File: src/rtl/serial_alu.sv
// rtl/serial_alu.sv - bit-serial ALU, LSB first, one full-adder slice, start/done handshake.
// Optional abort port and logic enabled by defining SERIAL_ALU_ABORT_EN.
module serial_alu #(
  parameter int WIDTH = 8
) (
  input  logic             clk,
  input  logic             rst,
  input  logic             start,
  input  logic [WIDTH-1:0] A,
  input  logic [WIDTH-1:0] B,
  input  logic [2:0]       opcode,
`ifdef SERIAL_ALU_ABORT_EN
  input  logic             abort,
`endif
  output logic             busy,
  output logic             done,
  output logic [WIDTH-1:0] C,
  output logic             carr,
  output logic             sign,
  output logic             zero,
  output logic             ovf
);

  localparam int CW = (WIDTH > 1) ? $clog2(WIDTH) : 1;

  localparam logic [2:0] OP_CLR  = 3'b000;
  localparam logic [2:0] OP_XNOR = 3'b001;
  localparam logic [2:0] OP_SUB  = 3'b010;
  localparam logic [2:0] OP_NAND = 3'b011;
  localparam logic [2:0] OP_ADD  = 3'b100;
  localparam logic [2:0] OP_XOR  = 3'b101;
  localparam logic [2:0] OP_OR   = 3'b110;
  localparam logic [2:0] OP_CMP  = 3'b111;

  typedef enum logic [1:0] {S_IDLE, S_RUN, S_CLR} state_t;

  state_t           r_state;
  logic [WIDTH-1:0] r_a;
  logic [WIDTH-1:0] r_b;
  logic [WIDTH-1:0] r_res;
  logic [2:0]       r_op;
  logic [CW-1:0]    r_cnt;
  logic             r_cy;
  logic             r_nz;

  logic             w_a;
  logic             w_b;
  logic             w_bit;
  logic             w_cy_n;
  logic             w_arith;
  logic             w_sub;
  logic             w_ovf;
  logic             w_last;
  logic             w_abort;
  logic [WIDTH-1:0] w_res_n;

  assign w_a     = r_a[0];
  assign w_b     = r_b[0];
  assign w_sub   = (r_op == OP_SUB) || (r_op == OP_CMP);
  assign w_arith = w_sub || (r_op == OP_ADD);
  assign w_last  = (r_cnt == CW'(WIDTH - 1));
  assign w_res_n = {w_bit, r_res[WIDTH-1:1]};

`ifdef SERIAL_ALU_ABORT_EN
  assign w_abort = abort;
`else
  assign w_abort = 1'b0;
`endif

  // Subtraction is B-A, so the borrow is generated when A's bit exceeds B's.
  always_comb begin
    w_bit  = 1'b0;
    w_cy_n = 1'b0;
    unique case (r_op)
      OP_ADD: begin
        w_bit  = w_a ^ w_b ^ r_cy;
        w_cy_n = (w_a & w_b) | (r_cy & (w_a ^ w_b));
      end
      OP_SUB, OP_CMP: begin
        w_bit  = w_a ^ w_b ^ r_cy;
        w_cy_n = (w_a & ~w_b) | (r_cy & ~(w_a ^ w_b));
      end
      OP_XNOR: w_bit = ~(w_a ^ w_b);
      OP_NAND: w_bit = ~(w_a & w_b);
      OP_XOR:  w_bit = w_a ^ w_b;
      OP_OR:   w_bit = w_a | w_b;
      default: w_bit = 1'b0;
    endcase
  end

  // On the last bit r_a[0]/r_b[0] hold the operand sign bits.
  always_comb begin
    w_ovf = 1'b0;
    if (r_op == OP_ADD)
      w_ovf = (w_a == w_b) && (w_bit != w_a);
    else if (w_sub)
      w_ovf = (w_a != w_b) && (w_bit != w_b);
  end

  always_ff @(posedge clk or posedge rst) begin
    if (rst) begin
      r_state <= S_IDLE;
      r_a     <= '0;
      r_b     <= '0;
      r_res   <= '0;
      r_op    <= OP_CLR;
      r_cnt   <= '0;
      r_cy    <= 1'b0;
      r_nz    <= 1'b0;
      busy    <= 1'b0;
      done    <= 1'b0;
      C       <= '0;
      carr    <= 1'b0;
      sign    <= 1'b0;
      zero    <= 1'b1;
      ovf     <= 1'b0;
    end else begin
      done <= 1'b0;
      unique case (r_state)
        S_IDLE: begin
          if (start) begin
            r_a     <= A;
            r_b     <= B;
            r_op    <= opcode;
            r_cnt   <= '0;
            r_cy    <= 1'b0;
            r_nz    <= 1'b0;
            busy    <= 1'b1;
            r_state <= (opcode == OP_CLR) ? S_CLR : S_RUN;
          end
        end
        S_RUN: begin
          if (w_abort) begin
            busy    <= 1'b0;
            r_state <= S_IDLE;
          end else begin
            r_a   <= {1'b0, r_a[WIDTH-1:1]};
            r_b   <= {1'b0, r_b[WIDTH-1:1]};
            r_res <= w_res_n;
            r_cy  <= w_cy_n;
            r_nz  <= r_nz | w_bit;
            r_cnt <= r_cnt + CW'(1);
            if (w_last) begin
              if (r_op != OP_CMP)
                C <= w_res_n;
              carr    <= w_arith ? w_cy_n : 1'b0;
              sign    <= w_bit;
              zero    <= ~(r_nz | w_bit);
              ovf     <= w_ovf;
              done    <= 1'b1;
              busy    <= 1'b0;
              r_state <= S_IDLE;
            end
          end
        end
        S_CLR: begin
          if (!w_abort) begin
            C    <= '0;
            carr <= 1'b0;
            sign <= 1'b0;
            zero <= 1'b1;
            ovf  <= 1'b0;
            done <= 1'b1;
          end
          busy    <= 1'b0;
          r_state <= S_IDLE;
        end
        default: begin
          busy    <= 1'b0;
          r_state <= S_IDLE;
        end
      endcase
    end
  end

endmodule

File: config.mk
export PLATFORM = sky130hd
export DESIGN_NAME = serial_alu
export DESIGN_NICKNAME = d
export VERILOG_FILES = /design/src/rtl/serial_alu.sv
export SDC_FILE = /design/constraint.sdc
export NUM_CORES = 1
export LEC_CHECK = 0
export CAP_MARGIN = 20
export CELL_PAD_IN_SITES_DETAIL_PLACEMENT = 0
export CELL_PAD_IN_SITES_GLOBAL_PLACEMENT = 1
export CORE_MARGIN = 2
export CORE_UTILIZATION = 45
export CTS_BUF_LIST = sky130_fd_sc_hd__clkbuf_16
export CTS_CLUSTER_SIZE = 25
export DETAILED_ROUTE_END_ITERATION = 7
export PLACE_DENSITY = 0.87
export RECOVER_POWER = 25
export SYNTH_ARGS = -nofsm -noshare
export SYNTH_HDL_FRONTEND = slang
export SYNTH_SLANG_ARGS = --single-unit
File: constraint.sdc
create_clock -name clk -period 4.35 [get_ports clk]
set_input_delay 1.0875 -clock clk [delete_from_list [all_inputs] [get_ports clk]]
set_output_delay 1.0875 -clock clk [all_outputs]
set_load 0.05 [all_outputs]
==> key figures, run 1 <==
Outcome
  • Status: finished, final reports clean

Synth
  • Synth Flop Type: dfrtp_1
  • Largest family of logic cells by synthesized area: compound AO/OA/AOI/OAI gates
  • Proportion of synthesized area in mux cells: 10.85%
  • Number of synthesized register bits: 47
  • Async S/R FF share, synth: 100.0%
  • Post-synthesis sequential area ratio: 49.81%
  • Count of cell types in the netlist: 46
  • EDFF count, synth: 0
  • Post-synthesis xor/xnor area fraction: 1.059%
  • Ys Warns: 0
  • Netlist Area Pre-Place: 2364 um2
  • Synthesized Nets: 246
  • Post-synthesis compound-gate area fraction: 16.30%
  • Post-Synth Simple-Gate Area: 12.33%
  • Synthesized instance count: 215
  • Post-synthesis average cell area: 10.99 um2
  • Post-Synth Adder-Cell Area: 5.400%

Timing
  • Final Max Slew Viols: 0
  • RSZ-0062 raised after global routing: no
  • TNS Setup: 0 ns
  • Max-slew headroom: 39.56%
  • Worst Skew: 0.004703 ns
  • Setup violators final: 0
  • Fmax: 0.3703 GHz
  • Fin crit share: 62.09%
  • Final worst slack: 1.649 ns
  • Hold Fails Final Rpt: 0
  • Min Tclk post-route: 2.701 ns
  • Actual slew at the worst max-slew pin: 0.9065 ns

Routing
  • Final WL: 4402 um
  • Vias: 1688
  • Via density: 5.275
  • Drt wl/cell: 13.76 um
  • Initial DRC Count: 159
  • DRC errors left: 0
  • Post-route ant nets: 0
  • Drt pass-1 iters: 4

Critical path
  • Max Fanout on Critical Path: 3
  • WP data arrival: 1.61 ns
  • CP startpoint: zero$_DFFE_PP1P_
  • Reg-to-Reg Start: r_state[1]$_DFFE_PP0P_
  • Crit path required time: 3.26 ns
  • Crit path launch type: register
  • Delay of the slowest critical-path stage: 0.79 ns
  • Critical path's top delay family: buffers and inverters
  • Kind of critical path: register to output port
  • Critical path cell sequence: clkdlybuf4s50_1
  • CP endpoint kind: output port
  • CP Buf/Inv Count: 1
  • Slowest cell on crit path: clkdlybuf4s50_1

Final layout
  • Layout cells sized above 1: 12.40%
  • Final net count: 280
  • Fin cells: 320
  • Layout fillers: 466
  • Antenna cells: 0
  • P&R area growth vs syn: 25.09%

Global route
  • First-pass GRT wire length: 7707 um
  • Routing usage on met2: 26.46%
  • Routing usage on met3: 2.844%
  • Overall Global Routing Usage: 16.28%
  • Vias in the first global route: 1669
  • GRT Max-Usage Layer: met2
  • Initial antenna violation count: 0
  • Remaining global-route overflow: 0
  • Largest net degree at the start of global routing: 48
  • Met1 Use GR: 22.52%

Hold path
  • Hold Crit Class: register to register
  • Min-delay src: r_cy$_DFFE_PP0P_

CTS
  • # H-tree levels: 2
  • Post-CTS Resized: 0
  • Clock-pin slew on the worst setup and hold paths: 0.06 ns
  • CTS tree: yes
  • Clock latency on the worst-skew pair: 0.28 ns
  • Root buffer cell: clkbuf_16
  • Clock sinks: 47
  • Bufs on Longest Clock Path: 2
  • TritonCTS Buffers: 5
  • Post-CTS setup repair buffer count: 0
  • Hold_buf cts: 0

Die
  • Die H: 76.47 um
  • Core area: 5075 um2
  • Rows: 26
  • Initial core utilization: 46.57%
  • Die width: 76.47 um
  • I/O Pins: 36
  • DIE AREA: 5848 um2

Power
  • Cell area power density: 775.0 nW/um2
  • Max VDD drop: 0.3431 mV
  • P_leak: 1.257 nW

Placed design
  • GPL Wtd Cong: 0.8076
  • Dpl cells: 310
  • I/O Buffers: 35
  • Dpl ws: 1.594 ns
  • Post-DP HPWL: 3093 um

Job
  • Max-capacitance violation count: 0
==> layout make-up <==
class	count	area, um2	share of cell area, %
inverter	10	37.54	1.270
clock buffer	5	125.1	4.232
tap	70	87.58	2.962
clock inverter	3	46.29	1.566
sequential	47	1177	39.82
timing repair buffer	38	392.9	13.29
multi-input combinational	147	1090	36.86
==> per-layer routing <==
metal / wire length [um] / vias up
li1: - / 835
met1: 2034 / 806
met2: 2158 / 43
met3: 184 / 4
met4: 24 / 0
met5: 0 / -
==> state kept, by name, indices dropped and copies added (netlist names), 2 cells and up <==
register and count:
C 8, r_b 8, r_a 8, r_cnt 3, r_state 2, r_op 3, r_res 7
==> final timing paths <==
check | endpoint | slack, ns | cells past startpoint
hold reg to reg | r_cy$_DFFE_PP0P_ | 0.48 | 2
hold / removal | r_cy$_DFFE_PP0P_ | 0.48 | 2
max in group asynchronous | zero$_DFFE_PP1P_ | 2.67 | 3
setup / recovery | zero | 1.65 | 1
min in group asynchronous | r_res[1]$_DFFE_PP0P_ | 1.13 | 2
setup reg to reg | ovf$_DFFE_PP0P_ | 1.96 | 6
==> cells in the final DEF, fill, tap and decap left out, types with 2 or more instances in the layout <==
cell	Yosys	routed
dfrtp_1	46	46
clkdlybuf4s50_1	0	34
nand2_1	24	24
o21ai_0	18	18
mux2i_1	14	14
a22o_1	10	10
inv_1	10	10
mux2_2	9	9
a21oi_1	9	9
nand2b_1	7	7
ha_1	7	7
nor2_1	5	5
clkbuf_16	0	5
nand3_1	3	3
nor3_1	3	3
nor4_1	3	3
nor2b_1	2	2
a21boi_0	2	2
o31ai_1	2	2
or3b_2	2	2
and3_1	2	2
nand3b_1	2	2
a31oi_1	2	2
fa_1	2	2
==> logic make-up after synthesis <==
group / Yosys count
xor+xnor: 2
buf+inv: 21
simple gates: 57
flops: 47
fa+ha+maj: 9
mux: 24
compound gates: 55
==> where the power goes <==
part | switching [W] | internal (W) | total [W] | leakage, nW
combinational | 0.000615 | 0.000457 | 0.00107 | 0.588
clock | 0.000165 | 0.000273 | 0.000438 | 0.0804
sequential | 0.000153 | 0.000629 | 0.000782 | 0.589
==> Yosys cell counts (2+ instances only) <==
cell type,count,area [um2]
dfrtp_1,46,1151
nand2_1,24,90.09
o21ai_0,18,90.09
mux2i_1,14,140.1
a22o_1,10,87.58
inv_1,10,37.54
a21oi_1,9,45.04
mux2_2,9,101.4
ha_1,7,87.58
nand2b_1,7,43.79
buf_2,5,25.02
nor2_1,5,18.77
nand3_1,3,15.01
nor3_1,3,15.01
nor4_1,3,18.77
a21boi_0,2,15.01
a31oi_1,2,12.51
and3_1,2,12.51
buf_4,2,15.01
clkbuf_1,2,7.510
fa_1,2,40.04
nand3b_1,2,15.01
nor2b_1,2,12.51
o21ai_1,2,10.01
o31ai_1,2,15.01
or3b_2,2,17.52
==> per-stage QoR <==
step                      cell area, um2  util (%)  hold slack (ns)  power [W]
final                               2957     58.26           0.4825   0.002291
after global routing                2957     58.26           0.5136   0.002458
after CTS                           2922     57.57           0.4858   0.002292
after detailed placement            2750     54.19           0.4714   0.001844
after global placement              2750     54.19           0.4610   0.001816
after floorplan                     2364         -           0.4496   0.001595
(Power assumes the default switching activity.)
==> run 2, diff against run 1 <==
--- a/config.mk
+++ b/config.mk
@@ -9,11 +9,11 @@
 export CELL_PAD_IN_SITES_DETAIL_PLACEMENT = 0
 export CELL_PAD_IN_SITES_GLOBAL_PLACEMENT = 1
 export CORE_MARGIN = 2
-export CORE_UTILIZATION = 45
+export CORE_UTILIZATION = 42
 export CTS_BUF_LIST = sky130_fd_sc_hd__clkbuf_16
 export CTS_CLUSTER_SIZE = 25
 export DETAILED_ROUTE_END_ITERATION = 7
-export PLACE_DENSITY = 0.87
+export PLACE_DENSITY = 0.82
 export RECOVER_POWER = 25
 export SYNTH_ARGS = -nofsm -noshare
 export SYNTH_HDL_FRONTEND = slang
==> constraint.sdc (replaced) <==
create_clock -name clk -period 2.7 [get_ports clk]
set_input_delay 0.675 -clock clk [delete_from_list [all_inputs] [get_ports clk]]
set_output_delay 0.675 -clock clk [all_outputs]
set_load 0.05 [all_outputs]
==> key figures, run 2 (synthesis gave the netlist of run 1 again) <==
Outcome
  • Status: finished, final reports clean

Timing
  • Worst Skew: 0.004267 ns
  • RSZ-0062 raised after global routing: no
  • Setup violators final: 0
  • Min Tclk post-route: 2.306 ns
  • Max-slew headroom: 40.42%
  • TNS Setup: 0 ns
  • Fmax: 0.4337 GHz
  • Fin crit share: 85.39%
  • Actual slew at the worst max-slew pin: 0.8927 ns
  • Final Max Slew Viols: 0
  • Hold Fails Final Rpt: 0

CTS
  • CTS tree: yes
  • Bufs on Longest Clock Path: 2
  • Post-CTS setup repair buffer count: 0
  • Clock-pin slew on the worst setup and hold paths: 0.07 ns
  • # H-tree levels: 2
  • Clock sinks: 47
  • Clock latency on the worst-skew pair: 0.29 ns
  • TritonCTS Buffers: 5
  • Root buffer cell: clkbuf_16
  • Hold_buf cts: 0
  • Post-CTS Resized: 0

Power
  • P_leak: 1.261 nW
  • Combinational share of power: 46.6%
  • Pint: 0.002191 W
  • Max VDD drop: 0.5469 mV
  • Cell area power density: 1248 nW/um2
  • Sw Pwr: 0.001505 W
  • Clock share of power: 19.5%
  • Sw Share: 40.72%
  • Seq pwr share: 33.9%

Routing
  • Final WL: 4367 um
  • Post-route ant nets: 0
  • Drt wl/cell: 13.48 um
  • DRC errors left: 0
  • Initial DRC Count: 99
  • Drt pass-1 iters: 4
  • Via density: 5.173
  • Vias: 1676

Critical path
  • Crit path launch type: register
  • Worst flop-to-flop path endpoint: C[1]$_DFFE_PP0P_
  • CP startpoint: zero$_DFFE_PP1P_
  • CP endpoint kind: output port
  • WP data arrival: 1.63 ns
  • Critical path's top delay family: buffers and inverters
  • CP Buf/Inv Count: 1
  • Kind of critical path: register to output port
  • Reg-to-Reg Start: r_state[1]$_DFFE_PP0P_
  • Slowest cell on crit path: clkdlybuf4s50_1
  • Critical path cell sequence: clkdlybuf4s50_1
  • FF-to-FF path depth: 6
  • Internal reg-to-reg setup slack: 0.60 ns
  • Crit path required time: 2.03 ns
  • Max Fanout on Critical Path: 3
  • Delay of the slowest critical-path stage: 0.80 ns

Placed design
  • I/O Buffers: 35
  • GPL Wtd Cong: 0.8266
  • Post-DP HPWL: 3189 um

Die
  • Initial core utilization: 43.19%
  • Die width: 79.02 um
  • Die H: 79.02 um
  • Core area: 5473 um2
  • I/O Pins: 36
  • DIE AREA: 6243 um2
  • Rows: 27

Hold path
  • End of the worst hold path: r_b[2]$_DFFE_PP0P_
  • Min-delay src: r_b[2]$_DFFE_PP0P_
  • Hold Crit Class: register to register
  • Hold path depth: 2

Final layout
  • Biggest regs: C: 8 flops, r_a: 8 flops, r_b: 8 flops
  • Antenna cells: 0
  • Layout cells sized above 1: 13.10%
  • P&R area growth vs syn: 25.30%
  • Commonest non-fill, non-tap cell in the layout: dfrtp_1
  • Layout fillers: 510
  • Most frequent cells in the layout: dfrtp_1, clkdlybuf4s50_1, nand2_1
  • Final core occ: 54.12%
  • Final net count: 282

Global route
  • Largest net degree at the start of global routing: 33
  • Overall Global Routing Usage: 15.40%
  • Vias in the first global route: 1668
  • Remaining global-route overflow: 0
  • Initial antenna violation count: 0
  • First-pass GRT wire length: 7576 um

Job
  • Max-capacitance violation count: 0
-- run 2: changes by cell type in the layout (fill, tap and decap cells not counted), sizes merged --
cell,before,now
buf,3,4
clkbuf,5,6
clkinv,0,1
clkinvlp,1,0
-- run 2: power by group through the flow --
stage | clock network [W] | registers, W | logic [W]
after floorplan | 0 | 0.00144 | 0.00113
final | 0.000722 | 0.00125 | 0.00172
after detailed placement | 0 | 0.00127 | 0.00170
after global placement | 0 | 0.00126 | 0.00167
after global routing | 0.000760 | 0.00130 | 0.00190
after CTS | 0.000732 | 0.00126 | 0.00171
-- run 2: final cells by class --
| class | instances | area [um2] | share of cell area, % |
|---|---|---|---|
| Clock inverter | 3 | 47.55 | 1.605 |
| Multi-Input combinational cell | 147 | 1092 | 36.88 |
| Sequential cell | 47 | 1177 | 39.75 |
| Clock buffer | 5 | 125.1 | 4.225 |
| Timing Repair Buffer | 40 | 391.6 | 13.22 |
| Tap cell | 72 | 90.09 | 3.042 |
| Inverter | 10 | 37.54 | 1.267 |
-- run 2: metrics by stage --
stage,hold slack (ns),cells,cell area [um2],total power (W),setup slack [ns]
global placement,0.4611,315,2778,0.002934,0.4138
floorplan,0.4496,215,2364,0.002570,0.8237
CTS,0.4878,323,2950,0.003697,0.3870
finish,0.4797,324,2962,0.003695,0.3945
global route,0.5132,324,2962,0.003964,0.3673
detailed placement,0.4721,315,2778,0.002970,0.3565
-- run 2: how the worst max path moves through the flow --
stage	slack, ns	depth (start not counted)	endpoint
after floorplan	0.82	6	r_res[7]$_DFFE_PP0P_
after global placement	0.41	4	r_cnt[1]$_DFFE_PP0P_
after detailed placement	0.36	4	r_cnt[2]$_DFFE_PP0P_
after CTS	0.39	1	zero
after global routing	0.37	1	zero
final	0.39	1	zero
-- run 2: metal layers --
layer  track usage, %  part of all wire, %
met1            20.66                   48
met5                0                    0
met3            4.091                  4.2
met2            24.75                   46
met4            4.138                  1.3
==> run 3, diff against run 2 <==
--- a/config.mk
+++ b/config.mk
@@ -9,12 +9,13 @@
 export CELL_PAD_IN_SITES_DETAIL_PLACEMENT = 0
 export CELL_PAD_IN_SITES_GLOBAL_PLACEMENT = 1
 export CORE_MARGIN = 2
-export CORE_UTILIZATION = 42
+export CORE_UTILIZATION = 38
 export CTS_BUF_LIST = sky130_fd_sc_hd__clkbuf_16
 export CTS_CLUSTER_SIZE = 25
 export DETAILED_ROUTE_END_ITERATION = 7
-export PLACE_DENSITY = 0.82
+export PLACE_DENSITY = 0.78
 export RECOVER_POWER = 25
+export SETUP_SLACK_MARGIN = 0.3
 export SYNTH_ARGS = -nofsm -noshare
 export SYNTH_HDL_FRONTEND = slang
 export SYNTH_SLANG_ARGS = --single-unit
==> constraint.sdc (replaced) <==
create_clock -name clk -period 2 [get_ports clk]
set_input_delay 0.5 -clock clk [delete_from_list [all_inputs] [get_ports clk]]
set_output_delay 0.5 -clock clk [all_outputs]
set_load 0.05 [all_outputs]
==> key figures, run 3 (synthesis gave the netlist of run 1 again) <==
CTS
  • Clock sinks: 47
  • Hold_buf cts: 0
  • Bufs on Longest Clock Path: 2
  • TritonCTS Buffers: 5
  • Clock-pin slew on the worst setup and hold paths: 0.06 ns
  • Clock latency on the worst-skew pair: 0.29 ns
  • Root buffer cell: clkbuf_16
  • CTS tree: yes
  • # H-tree levels: 2

Power
  • Max VDD drop: 0.7257 mV
  • P_leak: 1.320 nW
  • Cell area power density: 1689 nW/um2

Timing
  • Fin crit share: 91.95%
  • Hold WS: 0.4781 ns
  • Fmax: 0.5438 GHz
  • Max-slew headroom: 60.99%
  • Worst Skew: 0.003694 ns
  • Final Max Slew Viols: 0
  • RSZ-0062 raised after global routing: yes
  • Setup violators final: 0
  • Min Tclk post-route: 1.839 ns
  • Actual slew at the worst max-slew pin: 0.5845 ns
  • Hold Fails Final Rpt: 0
  • TNS Setup: 0 ns

Routing
  • Drt pass-1 iters: 4
  • Initial DRC Count: 107
  • Via density: 5.250
  • Drt wl/cell: 14.19 um
  • Post-route ant nets: 0
  • Final WL: 4769 um
  • DRC errors left: 0
  • Vias: 1764

Final layout
  • Most frequent cells in the layout: dfrtp_1, nand2_1, buf_4
  • Antenna cells: 0
  • Final net count: 291
  • Register area: 1181 um2
  • Biggest regs: C: 8 flops, r_a: 8 flops, r_b: 8 flops
  • Multi-input logic area: 1214 um2
  • Commonest non-fill, non-tap cell in the layout: dfrtp_1
  • Layout cells sized above 1: 26.44%
  • Layout fillers: 547
  • Final core occ: 52.16%
  • P&R area growth vs syn: 31.45%

Global route
  • Remaining global-route overflow: 0
  • Vias in the first global route: 1751
  • Largest net degree at the start of global routing: 26
  • Initial antenna violation count: 0
  • First-pass GRT wire length: 7990 um
  • Overall Global Routing Usage: 14.13%

Die
  • Core area: 5956 um2
  • Rows: 28
  • Die H: 82.87 um
  • I/O Pins: 36
  • Initial core utilization: 39.68%
  • Die width: 82.87 um
  • DIE AREA: 6867 um2

Critical path
  • Kind of critical path: register to register
  • WP data arrival: 2.01 ns
  • CP endpoint kind: register
  • Crit path required time: 2.17 ns
  • Max Fanout on Critical Path: 5
  • Critical path cell sequence: inv_4, ha_4, xor2_4, o32ai_4, or3_4, mux2_4
  • Delay of the slowest critical-path stage: 0.42 ns
  • Slowest cell on crit path: dfrtp_2
  • Internal reg-to-reg setup slack: 0.16 ns
  • Critical path's top delay family: flip-flops
  • Crit path launch type: register
  • CP Buf/Inv Count: 1

Placed design
  • GPL Wtd Cong: 0.8441
  • Post-DP HPWL: 3422 um
  • I/O Buffers: 35

Job
  • Max-capacitance violation count: 0

Outcome
  • Status: finished, final reports clean

Hold path
  • Hold Crit Class: register to register
==> run 3: worst paths after layout <==
| kind | startpoint | end | cells past startpoint |
|---|---|---|---|
| setup / recovery | r_b[0]$_DFFE_PP0P_ | r_res[7]$_DFFE_PP0P_ | 6 |
| hold / removal | r_a[1]$_DFFE_PP0P_ | r_a[1]$_DFFE_PP0P_ | 2 |
| setup reg to reg | r_b[0]$_DFFE_PP0P_ | r_res[7]$_DFFE_PP0P_ | 6 |
| hold reg to reg | r_a[1]$_DFFE_PP0P_ | r_a[1]$_DFFE_PP0P_ | 2 |
| max in group asynchronous | rst | r_res[6]$_DFFE_PP0P_ | 3 |
| min in group asynchronous | rst | r_b[1]$_DFFE_PP0P_ | 2 |
==> run 3: routing by layer <==
| layer | share of wire [%] | wire length (um) | global-route usage, % | vias to the layer above |
|---|---|---|---|---|
| met3 | 4.4 | 211 | 2.982 | 8 |
| met2 | 46 | 2216 | 21.92 | 44 |
| met4 | 2.1 | 102 | 4.918 | 0 |
| met5 | 0 | 0 | 0 | - |
| met1 | 47 | 2239 | 19.63 | 857 |
| li1 | - | - | - | 855 |
==> run 3: layout make-up <==
| type | count | share of cell area [%] |
|---|---|---|
| clock inverters | 3 | 0.6444 |
| clock buffers | 5 | 4.027 |
| multi-input cells | 147 | 39.07 |
| flip-flops and latches | 47 | 38.02 |
| repair buffers | 49 | 13.93 |
| inverters | 10 | 1.289 |
| well taps | 75 | 3.021 |
==> run 3: where the power goes <==
part | total (W) | leakage, nW | internal [W] | switching [W]
Combinational | 0.00271 | 0.667 | 0.00121 | 0.00150
Sequential | 0.00172 | 0.586 | 0.00137 | 0.000346
Clock | 0.000819 | 0.0674 | 0.000461 | 0.000358
==> run 3: repair_timing <==
| item | 4_1_cts | 5_1_grt |
|---|---|---|
| pin swaps | 3 | 4 |
| buffers inserted | 1 | 3 |
| resized for setup | 6 | 19 |
| setup endpoints to repair | 11 | 28 |
==> run 3: through the flow <==
step	cell area (um2)	total power, W	instances	setup WS (ns)
finish	3107	0.005247	336	0.1610
global route	3107	0.005618	336	0.07704
CTS	2982	0.004973	333	0.1772
detailed placement	2825	0.004131	324	0.1133
global placement	2825	0.004087	324	0.1437
floorplan	2380	0.003511	215	0.1912
==> run 3: worst min-delay path: stages, from the launching register on <==
cell and delay [ns]:
dfrtp_1 0.34, nand2_1 0.05, o21ai_0 0.06
